$ cat config.mk
export PLATFORM = sky130hd
export DESIGN_NAME = pc_sequencer_flat
export DESIGN_NICKNAME = d
export VERILOG_FILES = /design/src/rtl/pc_sequencer_pkg.sv /design/src/rtl/pc_sequencer_if.sv /design/src/rtl/pc_next_mux.sv /design/src/rtl/pc_sequencer.sv /design/src/flat_wrapper.sv
export SDC_FILE = /design/constraint.sdc
export NUM_CORES = 1
export LEC_CHECK = 0
export ABC_AREA = 1
export BUFFER_PORTS_ARGS = -buffer_cell sky130_fd_sc_hd__buf_2
export CAP_MARGIN = 20
export CORE_UTILIZATION = 23
export CTS_BUF_LIST = sky130_fd_sc_hd__clkbuf_4 sky130_fd_sc_hd__clkbuf_8
export DETAILED_ROUTE_END_ITERATION = 10
export GPL_ROUTABILITY_DRIVEN = 0
export SLEW_MARGIN = 40
export SYNTH_ARGS = -nofsm -noshare
export SYNTH_HDL_FRONTEND = slang
export SYNTH_SLANG_ARGS = --single-unit
$ cat constraint.sdc
create_clock -name clk -period 2.4 [get_ports clk]
set_clock_uncertainty 0.1 [all_clocks]
set_input_delay 0.12 -clock clk [delete_from_list [all_inputs] [get_ports clk]]
set_output_delay 0.12 -clock clk [all_outputs]
set_load 0.02 [all_outputs]
$ cat src/rtl/pc_sequencer_pkg.sv
// Shared types and widths for the PC sequencer slice.
// The optional trap/mret redirect sources are enabled by PC_SEQ_TRAP_EN.
package pc_sequencer_pkg;

  localparam int BUS_WIDTH = 32;
  localparam int PC_WIDTH  = BUS_WIDTH - 2;

  typedef logic [PC_WIDTH-1:0] pc_t;

  typedef enum logic [1:0] {
    BOOT  = 2'd0,
    FETCH = 2'd1,
    HOLD  = 2'd2
  } pc_state_e;

  typedef enum logic [2:0] {
    SRC_NONE   = 3'd0,
    SRC_BRANCH = 3'd1,
    SRC_JUMP   = 3'd2,
    SRC_MRET   = 3'd3,
    SRC_TRAP   = 3'd4
  } redirect_src_e;

  // Word increment; wraps silently from all-ones to zero.
  function automatic pc_t pc_inc(input pc_t pc);
    return pc + pc_t'(1'b1);
  endfunction

endpackage

$ cat src/rtl/pc_sequencer_if.sv
// Fetch handshake between the PC sequencer (master) and instruction memory (slave).
// Unaffected by PC_SEQ_TRAP_EN.
interface pc_sequencer_if;
  import pc_sequencer_pkg::*;

  logic fetch_valid_o;
  logic fetch_ready_i;
  pc_t  fetch_addr_o;
  pc_t  pc_o;

  modport master (
    output fetch_valid_o,
    output fetch_addr_o,
    output pc_o,
    input  fetch_ready_i
  );

  modport slave (
    input  fetch_valid_o,
    input  fetch_addr_o,
    input  pc_o,
    output fetch_ready_i
  );

endinterface

$ cat src/rtl/pc_next_mux.sv
// Next-PC priority mux: trap, mret, jump, branch, then sequential increment.
// Trap and mret sources exist only when PC_SEQ_TRAP_EN is defined.
module pc_next_mux
  import pc_sequencer_pkg::*;
(
  input  pc_t           pc,
  input  logic          accept,
  input  logic          branch_taken,
  input  pc_t           branch_target,
  input  logic          jump,
  input  pc_t           jump_target,
`ifdef PC_SEQ_TRAP_EN
  input  logic          trap,
  input  pc_t           mtvec,
  input  logic          mret,
  input  pc_t           mepc,
`endif
  output pc_t           next_pc,
  output redirect_src_e src
);

  // Select the highest-priority redirect; otherwise advance only on acceptance.
  always_comb begin
    next_pc = pc;
    src     = SRC_NONE;
`ifdef PC_SEQ_TRAP_EN
    if (trap) begin
      next_pc = mtvec;
      src     = SRC_TRAP;
    end else if (mret) begin
      next_pc = mepc;
      src     = SRC_MRET;
    end else
`endif
    if (jump) begin
      next_pc = jump_target;
      src     = SRC_JUMP;
    end else if (branch_taken) begin
      next_pc = branch_target;
      src     = SRC_BRANCH;
    end else if (accept) begin
      next_pc = pc_inc(pc);
      src     = SRC_NONE;
    end else begin
      next_pc = pc;
      src     = SRC_NONE;
    end
  end

endmodule

$ cat src/rtl/pc_sequencer.sv
// Program-counter sequencer: BOOT/FETCH/HOLD FSM driving the fetch handshake.
// Define PC_SEQ_TRAP_EN to add trap (mtvec) and mret (mepc) redirects.
module pc_sequencer
  import pc_sequencer_pkg::*;
#(
  parameter pc_t RESET_VEC = {PC_WIDTH{1'b0}}
) (
  input  logic              clk,
  input  logic              rst,
  input  logic              stall_i,
  input  logic              branch_taken_i,
  input  pc_t               branch_target_i,
  input  logic              jump_i,
  input  pc_t               jump_target_i,
`ifdef PC_SEQ_TRAP_EN
  input  logic              trap_i,
  input  logic              mret_i,
  input  pc_t               mtvec_i,
  input  pc_t               mepc_i,
`endif
  pc_sequencer_if.master    fetch
);

  pc_state_e     state_r;
  pc_t           pc_r;
  pc_t           pc_out_r;
  logic          fetch_valid_r;
  pc_t           next_pc_s;
  redirect_src_e src_s;
  logic          accept_s;
  logic          redirect_s;

  assign accept_s   = fetch_valid_r & fetch.fetch_ready_i;
  assign redirect_s = (src_s != SRC_NONE);

  pc_next_mux u_next_mux (
    .pc            (pc_r),
    .accept        (accept_s),
    .branch_taken  (branch_taken_i),
    .branch_target (branch_target_i),
    .jump          (jump_i),
    .jump_target   (jump_target_i),
`ifdef PC_SEQ_TRAP_EN
    .trap          (trap_i),
    .mtvec         (mtvec_i),
    .mret          (mret_i),
    .mepc          (mepc_i),
`endif
    .next_pc       (next_pc_s),
    .src           (src_s)
  );

  // FSM with PC, accepted-PC and fetch_valid all registered together.
  always_ff @(posedge clk) begin
    if (rst) begin
      state_r       <= BOOT;
      pc_r          <= RESET_VEC;
      pc_out_r      <= RESET_VEC;
      fetch_valid_r <= 1'b0;
    end else begin
      case (state_r)
        BOOT: begin
          // Redirects are ignored while booting; the PC stays at the reset vector.
          state_r       <= FETCH;
          fetch_valid_r <= 1'b1;
        end
        FETCH: begin
          if (accept_s) begin
            pc_out_r <= pc_r;
          end else begin
            pc_out_r <= pc_out_r;
          end
          pc_r <= next_pc_s;
          if (stall_i && !redirect_s) begin
            state_r       <= HOLD;
            fetch_valid_r <= 1'b0;
          end else begin
            state_r       <= FETCH;
            fetch_valid_r <= 1'b1;
          end
        end
        HOLD: begin
          pc_r <= next_pc_s;
          if (redirect_s || !stall_i) begin
            state_r       <= FETCH;
            fetch_valid_r <= 1'b1;
          end else begin
            state_r       <= HOLD;
            fetch_valid_r <= 1'b0;
          end
        end
        default: begin
          state_r       <= BOOT;
          fetch_valid_r <= 1'b0;
        end
      endcase
    end
  end

  assign fetch.fetch_valid_o = fetch_valid_r;
  assign fetch.fetch_addr_o  = pc_r;
  assign fetch.pc_o          = pc_out_r;

endmodule

$ cat src/flat_wrapper.sv
// flat-port wrapper written by rule: the top's interface ports become plain ports
module pc_sequencer_flat import pc_sequencer_pkg::*;
#(
  parameter pc_t RESET_VEC = {PC_WIDTH{1'b0}}
)
  (clk, rst, stall_i, branch_taken_i, branch_target_i, jump_i, jump_target_i, fetch_fetch_valid_o, fetch_fetch_addr_o, fetch_pc_o, fetch_fetch_ready_i);
  pc_sequencer_if fetch_i ();
  input  logic clk;
  input  logic rst;
  input  logic stall_i;
  input  logic branch_taken_i;
  input  pc_t branch_target_i;
  input  logic jump_i;
  input  pc_t jump_target_i;
  output wire logic [$bits(fetch_i.fetch_valid_o)-1:0] fetch_fetch_valid_o;
  output wire logic [$bits(fetch_i.fetch_addr_o)-1:0] fetch_fetch_addr_o;
  output wire logic [$bits(fetch_i.pc_o)-1:0] fetch_pc_o;
  input wire logic [$bits(fetch_i.fetch_ready_i)-1:0] fetch_fetch_ready_i;
  assign fetch_fetch_valid_o = fetch_i.fetch_valid_o;
  assign fetch_fetch_addr_o = fetch_i.fetch_addr_o;
  assign fetch_pc_o = fetch_i.pc_o;
  assign fetch_i.fetch_ready_i = fetch_fetch_ready_i;
  pc_sequencer #(.RESET_VEC(RESET_VEC)) u_core (.clk(clk), .rst(rst), .stall_i(stall_i), .branch_taken_i(branch_taken_i), .branch_target_i(branch_target_i), .jump_i(jump_i), .jump_target_i(jump_target_i), .fetch(fetch_i));
endmodule
==> run summary <==
CLOCK NETWORK
------------------------------------------------------------------------------
Buffer type at the clock tree root                                sky130_fd_sc_hd__clkbuf_8
Quantity of gates resized following cts                                      0
Maximum clock insertion buffer count                                         2
CTS tree                                                                   yes
CTS H-Tree Depth                                                             3
Clock Sinks                                                                 62
Reg clk slew, reported paths                                           0.08 ns
CTS buffer count                                                             9
Clock latency on the worst-skew pair                                   0.35 ns
Setup repair bufs after CTS                                                  0
Number of hold buffers added after CTS                                      23

STA
------------------------------------------------------------------------------
Worst Setup Slack, final                                              0.552 ns
Least-Margin Pin Slew                                                 0.481 ns
Number of setup violations in the final report                               0
Pins Over Slew Limit                                                         0
Min Tclk post-route                                                    1.85 ns
Final total negative setup slack                                          0 ns
Relative max-transition margin                                           68.0%
Max Freq                                                             0.541 GHz
Worst-case hold slack                                               0.00801 ns
Post-route fraction of the period consumed by the critical path          77.0%
Unrepaired setup endpoints after global routing                          false
Final-report hold violation count                                            0

SETUP PATH
------------------------------------------------------------------------------
Buffers & Inverters on Critical Path                                         0
Cell family with the largest share of critical-path delay         simple AND/OR/NAND/NOR gates
Path depth of the worst reg2reg path                                        10
List of cells traversed by the critical path                      ha_1 -> nand2_2 -> nor2_4 -> nand2_4 -> nor2_4 -> nand2_1 -> nand3_1 -> nand3_1 -> nand2_1 -> a21oi_1
Type of the setup path with the least slack                         reg -> reg
Cell type of the slowest stage on the worst timing path           sky130_fd_sc_hd__dfxtp_1
Kind of launch point of the worst setup path                              flop
Worst Path Max Fanout                                                        7
Required @ worst endpoint                                              2.52 ns
Arr. time, crit path                                                   1.97 ns
Total number of cells along the worst setup path                            10
Largest stage delay on the critical path                               0.47 ns
Endpoint type of the worst setup path                                     flop

SYNTH
------------------------------------------------------------------------------
Synthesized Nets                                                           655
Portion of the post-synthesis area used by sequential elements           33.2%
Share of the synthesized area in the top cell type                       33.2%
Flops & latches, synth                                                      62
Cell types occupying the most area after synthesis                sky130_fd_sc_hd__dfxtp_1 33%, sky130_fd_sc_hd__nand2_1 12%, sky130_fd_sc_hd__a21oi_1 11%
Post-synthesis instance total                                              584
Yosys cell types                                                            37
Mapped cell area                                                      3740 µm²
Mean post-synth cell area                                             6.40 µm²
Library cell with the largest summed area after synthesis         sky130_fd_sc_hd__dfxtp_1
Count of yosys warnings during synthesis                                     0

WORST HOLD PATH
------------------------------------------------------------------------------
HP Class                                                             in -> reg
Count of cells along the worst hold path                                     4

GLOBAL ROUTING
------------------------------------------------------------------------------
Layer with the highest usage                                              met2
Vias in the first global route                                            3984
Fraction of met2 tracks used by global routing                           25.9%
Antenna violations before repair                                             0
Met1 track demand over resource                                          20.4%
Fraction of met3 tracks used by global routing                           3.67%
First-pass GRT wire length                                            20600 µm
Overall track demand over capacity in global routing                     15.8%
Pin count of the biggest net entering global routing                        51
Leftover overflow at the end of global routing                               0

FLOORPLAN
------------------------------------------------------------------------------
Core region area                                                     15900 µm²
Area of the die                                                      16800 µm²
Starting utilization of the core area                                    23.5%
Die X                                                                   129 µm
DIE HEIGHT                                                              129 µm
# IOs                                                                      127
Number of rows in the core area                                             46

ROUTE
------------------------------------------------------------------------------
Final ANT Viol Nets                                                          0
Total iterations of the first detailed-routing run                           5
Residual DRC                                                                 0
Iteration-0 DRC count of the detailed router                               206
Number of vias in the routed layout                                       4092
Routed length per placed instance                                      13.7 µm
Drt total wl                                                          13000 µm
Vias/cell                                                                 4.33

FLOW RUN
------------------------------------------------------------------------------
Number of maximum-capacitance violations                                     0

FINAL LAYOUT
------------------------------------------------------------------------------
Layout cells sized above 1                                               24.7%
Diode count                                                                  0
Area growth syn-to-layout                                                33.9%
Share of the core filled with cells                                      31.5%
Nets                                                                       795

OUTCOME
------------------------------------------------------------------------------
Outcome                                                           finished, final reports clean

PLACE
------------------------------------------------------------------------------
Number of buffers added on ports                                           126
Post-Place Worst Slack                                                0.549 ns
Detailed placement HPWL                                                9830 µm

PWR
------------------------------------------------------------------------------
Total power per unit cell area                                      564 nW/µm²
IR drop worst, VDD                                                  0.000204 V
Leakage                                                                2.15 nW

==> cells in the final DEF (no fill, tap or decap), types with 4 or more instances in the layout <==
master,count
sky130_fd_sc_hd__nor2_1,89
sky130_fd_sc_hd__o21ai_1,8
sky130_fd_sc_hd__nor2_4,5
sky130_fd_sc_hd__nand2_1,118
sky130_fd_sc_hd__ha_1,5
sky130_fd_sc_hd__nand3_1,26
sky130_fd_sc_hd__clkbuf_8,12
sky130_fd_sc_hd__inv_1,50
sky130_fd_sc_hd__nand2_2,9
sky130_fd_sc_hd__buf_2,126
sky130_fd_sc_hd__a21oi_2,4
sky130_fd_sc_hd__xnor2_1,4
sky130_fd_sc_hd__dfxtp_1,62
sky130_fd_sc_hd__a21oi_1,81
sky130_fd_sc_hd__nor2_2,5
sky130_fd_sc_hd__o21ai_0,54
sky130_fd_sc_hd__nand3b_1,7
sky130_fd_sc_hd__dlygate4sd3_1,23
sky130_fd_sc_hd__xor2_1,8
sky130_fd_sc_hd__buf_4,9
==> registers in the layout, summed over array words and instances (netlist names) <==
name                       flops
u_core.state_r                 2
u_core.fetch.fetch_addr_o     30
u_core.fetch.pc_o             30
==> worst min-delay path: stages <==
cell and delay, ns:
sky130_fd_sc_hd__buf_2 0.10, sky130_fd_sc_hd__nor2_1 0.07, sky130_fd_sc_hd__nand2_1 0.08, sky130_fd_sc_hd__nor4_1 0.05
==> final timing paths <==
path | slack [ns] | to | startpoint
setup / recovery | 0.55 | u_core.fetch.fetch_addr_o[10] | u_core.fetch.fetch_addr_o[0]
hold / removal | 0.008 | u_core.state_r[1] | jump_i
setup reg to reg | 0.55 | u_core.fetch.fetch_addr_o[10] | u_core.fetch.fetch_addr_o[0]
hold reg to reg | 0.34 | u_core.fetch.pc_o[29] | u_core.fetch.pc_o[29]
==> Yosys cell counts (all sizes together) <==
master,n
inv,51
clkbuf,18
o211ai,2
xnor2,4
and2,1
nand4,2
a21oi,85
dlygate4sd1,1
o21bai,3
buf,10
nor3,1
xor2,8
o21ai,62
nand2,129
nor2,99
nand3b,7
dfxtp,62
nor4,1
a31oi,1
ha,5
clkinv,2
a21o,2
nand3,28
==> power by group <==
part	total, mW	internal (mW)	switching (mW)
sequential	1.22	1.11	0.114
clock	0.992	0.558	0.435
combinational	0.611	0.240	0.371
total	2.82	1.90	0.919
==> kinds of logic after synthesis <==
group	count (synthesis)	synth area share (%)
AND/OR/NAND/NOR	268	31.3
flip-flops	62	33.2
XOR/XNOR	12	2.81
AO/OA/AOI/OAI	155	21.8
buffers and inverters	82	9.21
adder cells (fa/ha/maj)	5	1.67
==> area by class of cell <==
| cell class | instances | area [µm²] |
|---|---|---|
| Clock buffer | 12 | 165 |
| Clock inverter | 3 | 42.5 |
| Fill cell | 1835 | 10900 |
| Inverter | 53 | 200 |
| Multi-Input combinational cell | 440 | 2160 |
| Sequential cell | 62 | 1240 |
| Tap cell | 216 | 270 |
| Timing Repair Buffer | 158 | 928 |
==> metal layers <==
metal / vias up / share of wire (%) / wire (µm)
met5: - / 0 / 0
met4: 0 / 1.4 / 179
met3: 11 / 6.3 / 821
met2: 103 / 45 / 5810
met1: 1811 / 47 / 6140
li1: 2167 / - / -
==> per-stage QoR <==
stage	area (µm²)	total power [mW]	cells
after floorplan	3740	1.59	584
after global placement	4570	1.82	906
after detailed placement	4570	1.83	906
after CTS	5000	2.85	944
after global routing	5000	2.98	944
final	5000	2.82	944
(Power assumes the default switching activity.)
